[src/rtl/aes_enc_sched.sv]
// Round-robin sequencer that time-shares one combinational AES-128 core between
// two requesters, holding its inputs stable for SETTLE_CYCLES before capture.
module aes_enc_sched #(
  parameter int unsigned SETTLE_CYCLES = 2  // legal 1..15
) (
  input  logic         clk,
  input  logic         rst,
  input  logic         key_load,
  input  logic [127:0] key_data,
  output logic         key_ready,
  input  logic         req0_valid,
  output logic         req0_ready,
  input  logic [127:0] req0_data,
  input  logic         req1_valid,
  output logic         req1_ready,
  input  logic [127:0] req1_data,
  output logic [127:0] aes_plain_text,
  output logic [127:0] aes_key,
  input  logic [127:0] aes_cipher_text,
  output logic         rsp_valid,
  input  logic         rsp_ready,
  output logic [127:0] rsp_data,
  output logic         rsp_id
);

  localparam logic [1:0] ST_IDLE = 2'd0;
  localparam logic [1:0] ST_RUN  = 2'd1;
  localparam logic [1:0] ST_DONE = 2'd2;

  localparam logic [3:0] CNT_INIT = 4'(SETTLE_CYCLES - 1);

  logic [1:0]   r_state;
  logic [127:0] r_key;
  logic [127:0] r_pt;
  logic [127:0] r_rsp_data;
  logic         r_rsp_id;
  logic         r_rsp_valid;
  logic [3:0]   r_cnt;
  logic         r_last_grant;

  logic w_idle;
  logic w_grant;
  logic w_accept;

  // A tie goes to the requester that did not win last; otherwise the lone valid one.
  assign w_idle   = (r_state == ST_IDLE);
  assign w_grant  = (req0_valid && req1_valid) ? ~r_last_grant : req1_valid;
  assign w_accept = w_idle && !key_load && (req0_valid || req1_valid);

  assign key_ready  = w_idle;
  assign req0_ready = w_accept && !w_grant;
  assign req1_ready = w_accept &&  w_grant;

  assign aes_key        = r_key;
  assign aes_plain_text = r_pt;
  assign rsp_data       = r_rsp_data;
  assign rsp_id         = r_rsp_id;
  assign rsp_valid      = r_rsp_valid;

  // NOTE: non-blocking assignments here so every register samples pre-edge values.
  always_ff @(posedge clk or posedge rst) begin
    if (rst) begin
      r_state      <= ST_IDLE;
      r_key        <= '0;
      r_pt         <= '0;
      r_rsp_data   <= '0;
      r_rsp_id     <= 1'b0;
      r_rsp_valid  <= 1'b0;
      r_cnt        <= '0;
      r_last_grant <= 1'b1;
    end else begin
      case (r_state)
        ST_IDLE: begin
          if (key_load) begin
            r_key <= key_data;
          end else if (w_accept) begin
            r_pt         <= w_grant ? req1_data : req0_data;
            r_rsp_id     <= w_grant;
            r_last_grant <= w_grant;
            r_cnt        <= CNT_INIT;
            r_state      <= ST_RUN;
          end
        end
        ST_RUN: begin
          // Core inputs have been stable SETTLE_CYCLES cycles when cnt reaches zero.
          if (r_cnt != 4'd0) begin
            r_cnt <= r_cnt - 4'd1;
          end else begin
            r_rsp_data  <= aes_cipher_text;
            r_rsp_valid <= 1'b1;
            r_state     <= ST_DONE;
          end
        end
        ST_DONE: begin
          if (rsp_ready) begin
            r_rsp_valid <= 1'b0;
            r_state     <= ST_IDLE;
          end
        end
        default: r_state <= ST_IDLE;
      endcase
    end
  end

endmodule

[config.mk]
export PLATFORM = sky130hd
export DESIGN_NAME = aes_enc_sched
export DESIGN_NICKNAME = d
export VERILOG_FILES = /design/src/rtl/aes_enc_sched.sv
export SDC_FILE = /design/constraint.sdc
export NUM_CORES = 1
export LEC_CHECK = 0
export CAP_MARGIN = 25
export CELL_PAD_IN_SITES_DETAIL_PLACEMENT = 1
export CELL_PAD_IN_SITES_GLOBAL_PLACEMENT = 1
export CORE_AREA = 2 2 353 355
export DETAILED_ROUTE_END_ITERATION = 8
export DIE_AREA = 0 0 355 357
export PLACE_DENSITY_LB_ADDON = 0.1
export SLEW_MARGIN = 10
export SYNTH_ARGS = -nofsm -noshare
export SYNTH_HDL_FRONTEND = slang
export SYNTH_SLANG_ARGS = --single-unit
[constraint.sdc]
create_clock -name clk -period 21.1 [get_ports clk]
set_input_delay 4.22 -clock clk [delete_from_list [all_inputs] [get_ports clk]]
set_output_delay 4.22 -clock clk [all_outputs]
set_load 0.01 [all_outputs]
==> flow_metrics.env, run 1 <==
export IMPL_hold_class="flip-flop to flip-flop"
export IMPL_initial_core_util_pct=13.0
export IMPL_seqPwrFrac_pct=31.3
export IMPL_path_class="primary input to primary output"
export IMPL_vias=13000
export IMPL_port_buffers=906
export IMPL_met3_length_um=8030
export IMPL_slew_violations=0
export IMPL_drtAntennaViolNets=0
export IMPL_syn_mean_instance_area_sq_um=15.6
export IMPL_reg2reg_slack_ps=17470
export IMPL_post_cts_buffers=0
export IMPL_placed_area_sq_um=26900
export IMPL_cts_made_buffers=55
export IMPL_pin_count=907
export IMPL_switchingPower_mw=1.40
export IMPL_viasPerCell=3.60
export IMPL_synth_seq_cells=393
export IMPL_htreeDepth=2
export IMPL_seq_area_sq_um=9840
export IMPL_design_core_area_sq_um=123000
export IMPL_yosysTopAreaCellShare_pct=61.1
export IMPL_antenna_found_initial=15
export IMPL_wire_per_inst_um=23.1
export IMPL_yosys_cell_types_count=29
export IMPL_grt_overflow=0
export IMPL_drive_gt1_share_pct=18.6
export IMPL_status="finished clean"
export IMPL_wl_met2_um=43000
export IMPL_worstMarginPinSlew_ps=1030
export IMPL_wl_um=83300
export IMPL_drv_cap=0
export IMPL_syn_to_final_growth_pct=79.0
export IMPL_clk_latency_ps=630
export IMPL_pwr_share_comb_pct=46.5
export IMPL_grt_pass1_wl_um=115000
export IMPL_crit_required_ps=16880
export IMPL_place_congestion=0.747
export IMPL_fin_area_sq_um=28700
export IMPL_cell_internal_pwr_mw=2.89
export IMPL_min_period_ps=11280
export IMPL_maxUsedRoutingLayer="met5"
export IMPL_yosysTopAreaCell="dfrtp_1"
export IMPL_crit_path_max_fanout=58
export IMPL_ctsHoldBuffers=0
export IMPL_async_reset_ff_share_pct=100
export IMPL_drc=0
export IMPL_power_mw=4.29
export IMPL_nets=2443
export IMPL_swShare_pct=32.7
export IMPL_synthesis_nets=1550
export IMPL_fin_setup_tns_ps=0
export IMPL_die_w_um=355
export IMPL_firstDrtPassIters=4
export IMPL_clock_path_buffers=3
export IMPL_synth_seq_area_share_pct=61.3
export IMPL_startpoint_type="primary input"
export IMPL_slew_headroom_pct=31.3
export IMPL_die_y_um=357
export IMPL_synth_most_common_cell="dfrtp_1"
export IMPL_dp_final_hpwl_um=61200
export IMPL_grt_usage_pct=12.6
export IMPL_path_clk_slew_ps=60
export IMPL_worst_endpoint_arrival_ps=7060
export IMPL_syn_inst=1030
export IMPL_max_vdd_ir_drop_mv=0.0948
export IMPL_powerDensity_nw_per_um2=149
export IMPL_synthesis_area_sq_um=16000
export IMPL_cts_tree="built"
export IMPL_wl_met1_um=30000
export IMPL_synth_edf_count=0
export IMPL_cts_root_buf="clkbuf_16"
export IMPL_ys_flop_type="dfrtp_1"
export IMPL_cts_sinks=393
export IMPL_setup_viol=0
export IMPL_netlist_top_cells_area="dfrtp_1, mux2_2, mux2_4, a221o_1, a21boi_0"
export IMPL_grt_max_degree=135
export IMPL_synth_commonest_cells="dfrtp_1, mux2_2, a21boi_0, a221o_1, mux2_4"
export IMPL_rsz0062_at_grt="no"
export IMPL_multi_input_area_sq_um=5750
export IMPL_p_clk_share_pct=22.1
export IMPL_core_rowCount=129
export IMPL_dieArea_sq_um=127000
export IMPL_fin_crit_sh_pct=53.5
export IMPL_finalHoldViolCount=0
export IMPL_max_freq_mhz=88.7
export IMPL_leakagePower_nw=11.6
export IMPL_endpoint_kind="primary output"
export IMPL_fillers=13500
export IMPL_first_iter_violations=466
export IMPL_yosys_warnings=0
export IMPL_cts_resized=0
export IMPL_grt_pass1_vias=14500
export IMPL_finClkSkew_ps=26.4
export IMPL_hold_worst_slack_ps=486
[cell type report]
class	instances	share of cell area, %
Sequential cell	393	34.2
Timing Repair Buffer	922	32.2
Multi-Input combinational cell	547	20.0
Tap cell	1637	7.13
Clock buffer	84	5.69
Clock inverter	14	0.592
Inverter	4	0.0784
Antenna cell	4	0.0348
[flip-flops by register name (all words and copies together) (netlist names)]
name and cells:
r_cnt 4, r_last_grant 1, r_state 2, rsp_id 1, rsp_valid 1, aes_plain_text 128, aes_key 128, rsp_data 128
[cell families (layout without fill, tap and decap cells)]
group / count (synthesis) / count (layout) / share of synthesized area [%]
AO/OA/AOI/OAI: 264 / 264 / 14.3
adder cells (fa/ha/maj): 2 / 2 / 0.156
buffers and inverters: 90 / 1024 / 2.98
flip-flops: 393 / 393 / 61.3
multiplexers: 259 / 259 / 20.4
other: 0 / 4 / 0
AND/OR/NAND/NOR: 22 / 22 / 0.881
[path summary, 6_finish.rpt]
check	start	endpoint	cells past startpoint
min in group asynchronous	rst	rsp_data[35]	2
worst max-delay path	key_load	req1_ready	5
worst min-delay path	r_cnt[3]	r_cnt[3]	1
worst min register to register	r_cnt[3]	r_cnt[3]	1
max in group asynchronous	rst	aes_plain_text[46]	5
worst max register to register	r_state[0]	aes_plain_text[8]	6
[worst max-delay path, cell delays in order]
cell	delay [ps]
clkdlybuf4s50_1	480
nor3_4	130
buf_4	560
and3_4	930
clkdlybuf4s50_1	690
[through the flow]
step / utilization (%) / worst slack (ps) / std cells
after global routing: 23.4 / 9680 / 3604
final: 23.4 / 9820 / 3605
after global placement: 21.8 / 9780 / 3500
after CTS: 23.3 / 9770 / 3600
after detailed placement: 21.9 / 9770 / 3502
after floorplan: - / 5960 / 1030
[per-layer routing]
layer	global-route usage, %	up-vias
met5	0	-
met4	4.14	14
met3	5.24	116
met2	22.5	569
met1	13.5	6605
li1	-	5681
[power by group through the flow]
stage	registers [mW]	clock network [mW]	logic, mW
final	1.34	0.950	2.00
after global routing	1.40	1.03	2.13
after CTS	1.35	1.00	2.05
after detailed placement	1.36	0	2.05
after global placement	1.35	0	2.04
after floorplan	1.50	0	0.715
[cells in the final DEF (no fill, tap or decap), drive strengths merged]
cell type,Yosys,final
buf,57,16
nor2,4,4
nand3,3,3
or2,1,1
nor3,2,2
clkdlybuf4s50,0,906
or3,1,1
mux2,256,256
bufinv,0,3
nand2,2,2
a21oi,2,2
clkinvlp,0,1
diode,0,4
clkbuf,29,84
and3,2,2
a22o,1,1
and2b,1,1
o21ai,4,4
and2,1,1
a221o,128,128
inv,4,4
dfstp,1,1
nand2b,4,4
o21a,1,1
a21boi,128,128
dfrtp,392,392
or3b,1,1
clkinv,0,10
mux2i,3,3
ha,2,2
Note: power is estimated with default switching activity, not from simulation.
==> inputs of run 2 (changes only) <==
- CORE_AREA: 2 2 353 355 -> 2 2 351 353
- DIE_AREA: 0 0 355 357 -> 0 0 353 355
- clock period: 21.1 -> 9.78 ns (I/O delays scaled with it)
==> run 2 against run 1 <==
Clock skew decreased by 11 ps. Design area increased by 0.10%. Worst setup slack got worse by 6600 ps. Routed wire length decreased by 0.90%. Worst hold slack improved by 4.6 ps. Non-clock buffer count decreased by 1. Critical path depth unchanged. First-iteration DRC count decreased by 15%.
==> flow_metrics.env, run 2 (synthesis gave the netlist of run 1 again) <==
export IMPL_path_common_cell="clkdlybuf4s50_1"
export IMPL_syn_to_final_growth_pct=79.2
export IMPL_reg2reg_depth=6
export IMPL_place_inst=3489
export IMPL_final_common_cell="clkdlybuf4s50_1"
export IMPL_htreeDepth=2
export IMPL_cts_root_buf="clkbuf_16"
export IMPL_cts_resized=0
export IMPL_fin_area_sq_um=28800
export IMPL_path_class="primary input to primary output"
export IMPL_status="finished clean"
export IMPL_seqPwrFrac_pct=31.2
export IMPL_firstDrtPassIters=4
export IMPL_pre_cts_ws_ps=3110
export IMPL_wire_per_inst_um=22.9
export IMPL_grt_overflow=0
export IMPL_path_depth=5
export IMPL_crit_chain="clkdlybuf4s50_1 > nor3_4 > buf_4 > and3_4 > clkdlybuf4s50_1"
export IMPL_cts_made_buffers=55
export IMPL_switchingPower_mw=3.03
export IMPL_placed_area_sq_um=26800
export IMPL_port_buffers=906
export IMPL_drv_cap=0
export IMPL_grt_usage_pct=12.7
export IMPL_nets=2442
export IMPL_crit_required_ps=7820
export IMPL_startpoint_type="primary input"
export IMPL_clk_latency_ps=640
export IMPL_core_rowCount=128
export IMPL_swShare_pct=32.6
export IMPL_min_period_ps=6560
export IMPL_grt_pass1_vias=14600
export IMPL_endpoint_kind="primary output"
export IMPL_wl_um=82600
export IMPL_place_congestion=0.743
export IMPL_finClkSkew_ps=15.7
export IMPL_drive_gt1_share_pct=18.9
export IMPL_cell_internal_pwr_mw=6.26
export IMPL_rsz0062_at_grt="no"
export IMPL_fin_util_pct=23.7
export IMPL_cts_sinks=393
export IMPL_pin_count=907
export IMPL_layout_common_cells="clkdlybuf4s50_1, dfrtp_1, mux2_2"
export IMPL_die_y_um=355
export IMPL_crit_path_max_fanout=65
export IMPL_grt_max_degree=129
export IMPL_design_core_area_sq_um=121000
export IMPL_reg2reg_slack_ps=6050
export IMPL_slew_headroom_pct=35.1
export IMPL_die_w_um=353
export IMPL_pwr_share_comb_pct=46.3
export IMPL_powerDensity_nw_per_um2=323
export IMPL_worst_path_buf_inv=3
export IMPL_drc=0
export IMPL_slew_violations=0
export IMPL_setup_worst_path_start="key_load"
export IMPL_worstMarginPinSlew_ps=974
export IMPL_hold_worst_slack_ps=491
export IMPL_worst_endpoint_arrival_ps=4610
export IMPL_post_cts_buffers=0
export IMPL_first_iter_violations=395
export IMPL_fin_crit_sh_pct=67.1
export IMPL_crit_path_max_incr_delay_ps=670
export IMPL_fin_setup_tns_ps=0
export IMPL_vias=13000
export IMPL_setup_viol=0
export IMPL_power_mw=9.29
export IMPL_cts_tree="built"
export IMPL_grt_pass1_wl_um=116000
export IMPL_clock_path_buffers=3
export IMPL_finalHoldViolCount=0
export IMPL_initial_core_util_pct=13.2
export IMPL_max_vdd_ir_drop_mv=0.137
export IMPL_path_clk_slew_ps=50
export IMPL_viasPerCell=3.61
export IMPL_p_clk_share_pct=22.5
export IMPL_antenna_found_initial=27
export IMPL_max_freq_mhz=152
export IMPL_hold_class="flip-flop to flip-flop"
export IMPL_dieArea_sq_um=125000
export IMPL_ctsHoldBuffers=0
export IMPL_setup_slack_ps=3220
export IMPL_final_cells=3602
export IMPL_reg2reg_to="aes_plain_text[76]"
export IMPL_cp_endpoint="req1_ready"
export IMPL_worst_path_max_delay_cell="and3_4"
export IMPL_critPathTopFamily="buffers and inverters"
export IMPL_dp_final_hpwl_um=60700
export IMPL_leakagePower_nw=11.6
export IMPL_r2r_start="r_state[0]"
export IMPL_drtAntennaViolNets=0
run 2: worst register-to-register path: stages (launching register included):
cell and delay (ps):
dfrtp_1 470, nor3_4 230, buf_4 610, and3_4 680, buf_4 600, buf_4 720, a221o_1 350
run 2: layout make-up:
cell class              instances  area (sq um)
well taps                    1625          2030
flip-flops and latches        393          9840
clock inverters                15           143
clock buffers                  86          1720
multi-input cells             547          5750
inverters                       4          18.8
repair buffers                921          9230
fillers                     13400         92600
diodes                         11          27.5
run 2: how the worst min path moves through the flow:
stage | from | end | slack [ps] | cells past startpoint
floorplan | r_cnt[3] | r_cnt[3] | 440 | 1
global placement | r_cnt[3] | r_cnt[3] | 470 | 1
CTS | r_cnt[3] | r_cnt[3] | 500 | 1
detailed placement | rsp_data[92] | rsp_data[92] | 490 | 1
finish | r_cnt[3] | r_cnt[3] | 490 | 1
global route | rsp_data[27] | rsp_data[27] | 520 | 1
run 2: per-layer routing:
layer  global-route usage (%)  part of all wire (%)
met4                     4.23                   2.5
met5                        0                  0.20
met1                     13.2                    36
met2                     22.9                    52
met3                     5.50                   9.1
run 2: power groups by stage:
| stage | clock, mW | sequential, mW | combinational [mW] |
|---|---|---|---|
| 6_report | 2.09 | 2.90 | 4.30 |
| 5_1_grt | 2.26 | 3.02 | 4.58 |
| 4_1_cts | 2.20 | 2.91 | 4.41 |
| 3_5_place_dp | 0 | 2.92 | 4.39 |
| 3_3_place_gp | 0 | 2.90 | 4.37 |
| 2_1_floorplan | 0 | 3.24 | 1.54 |
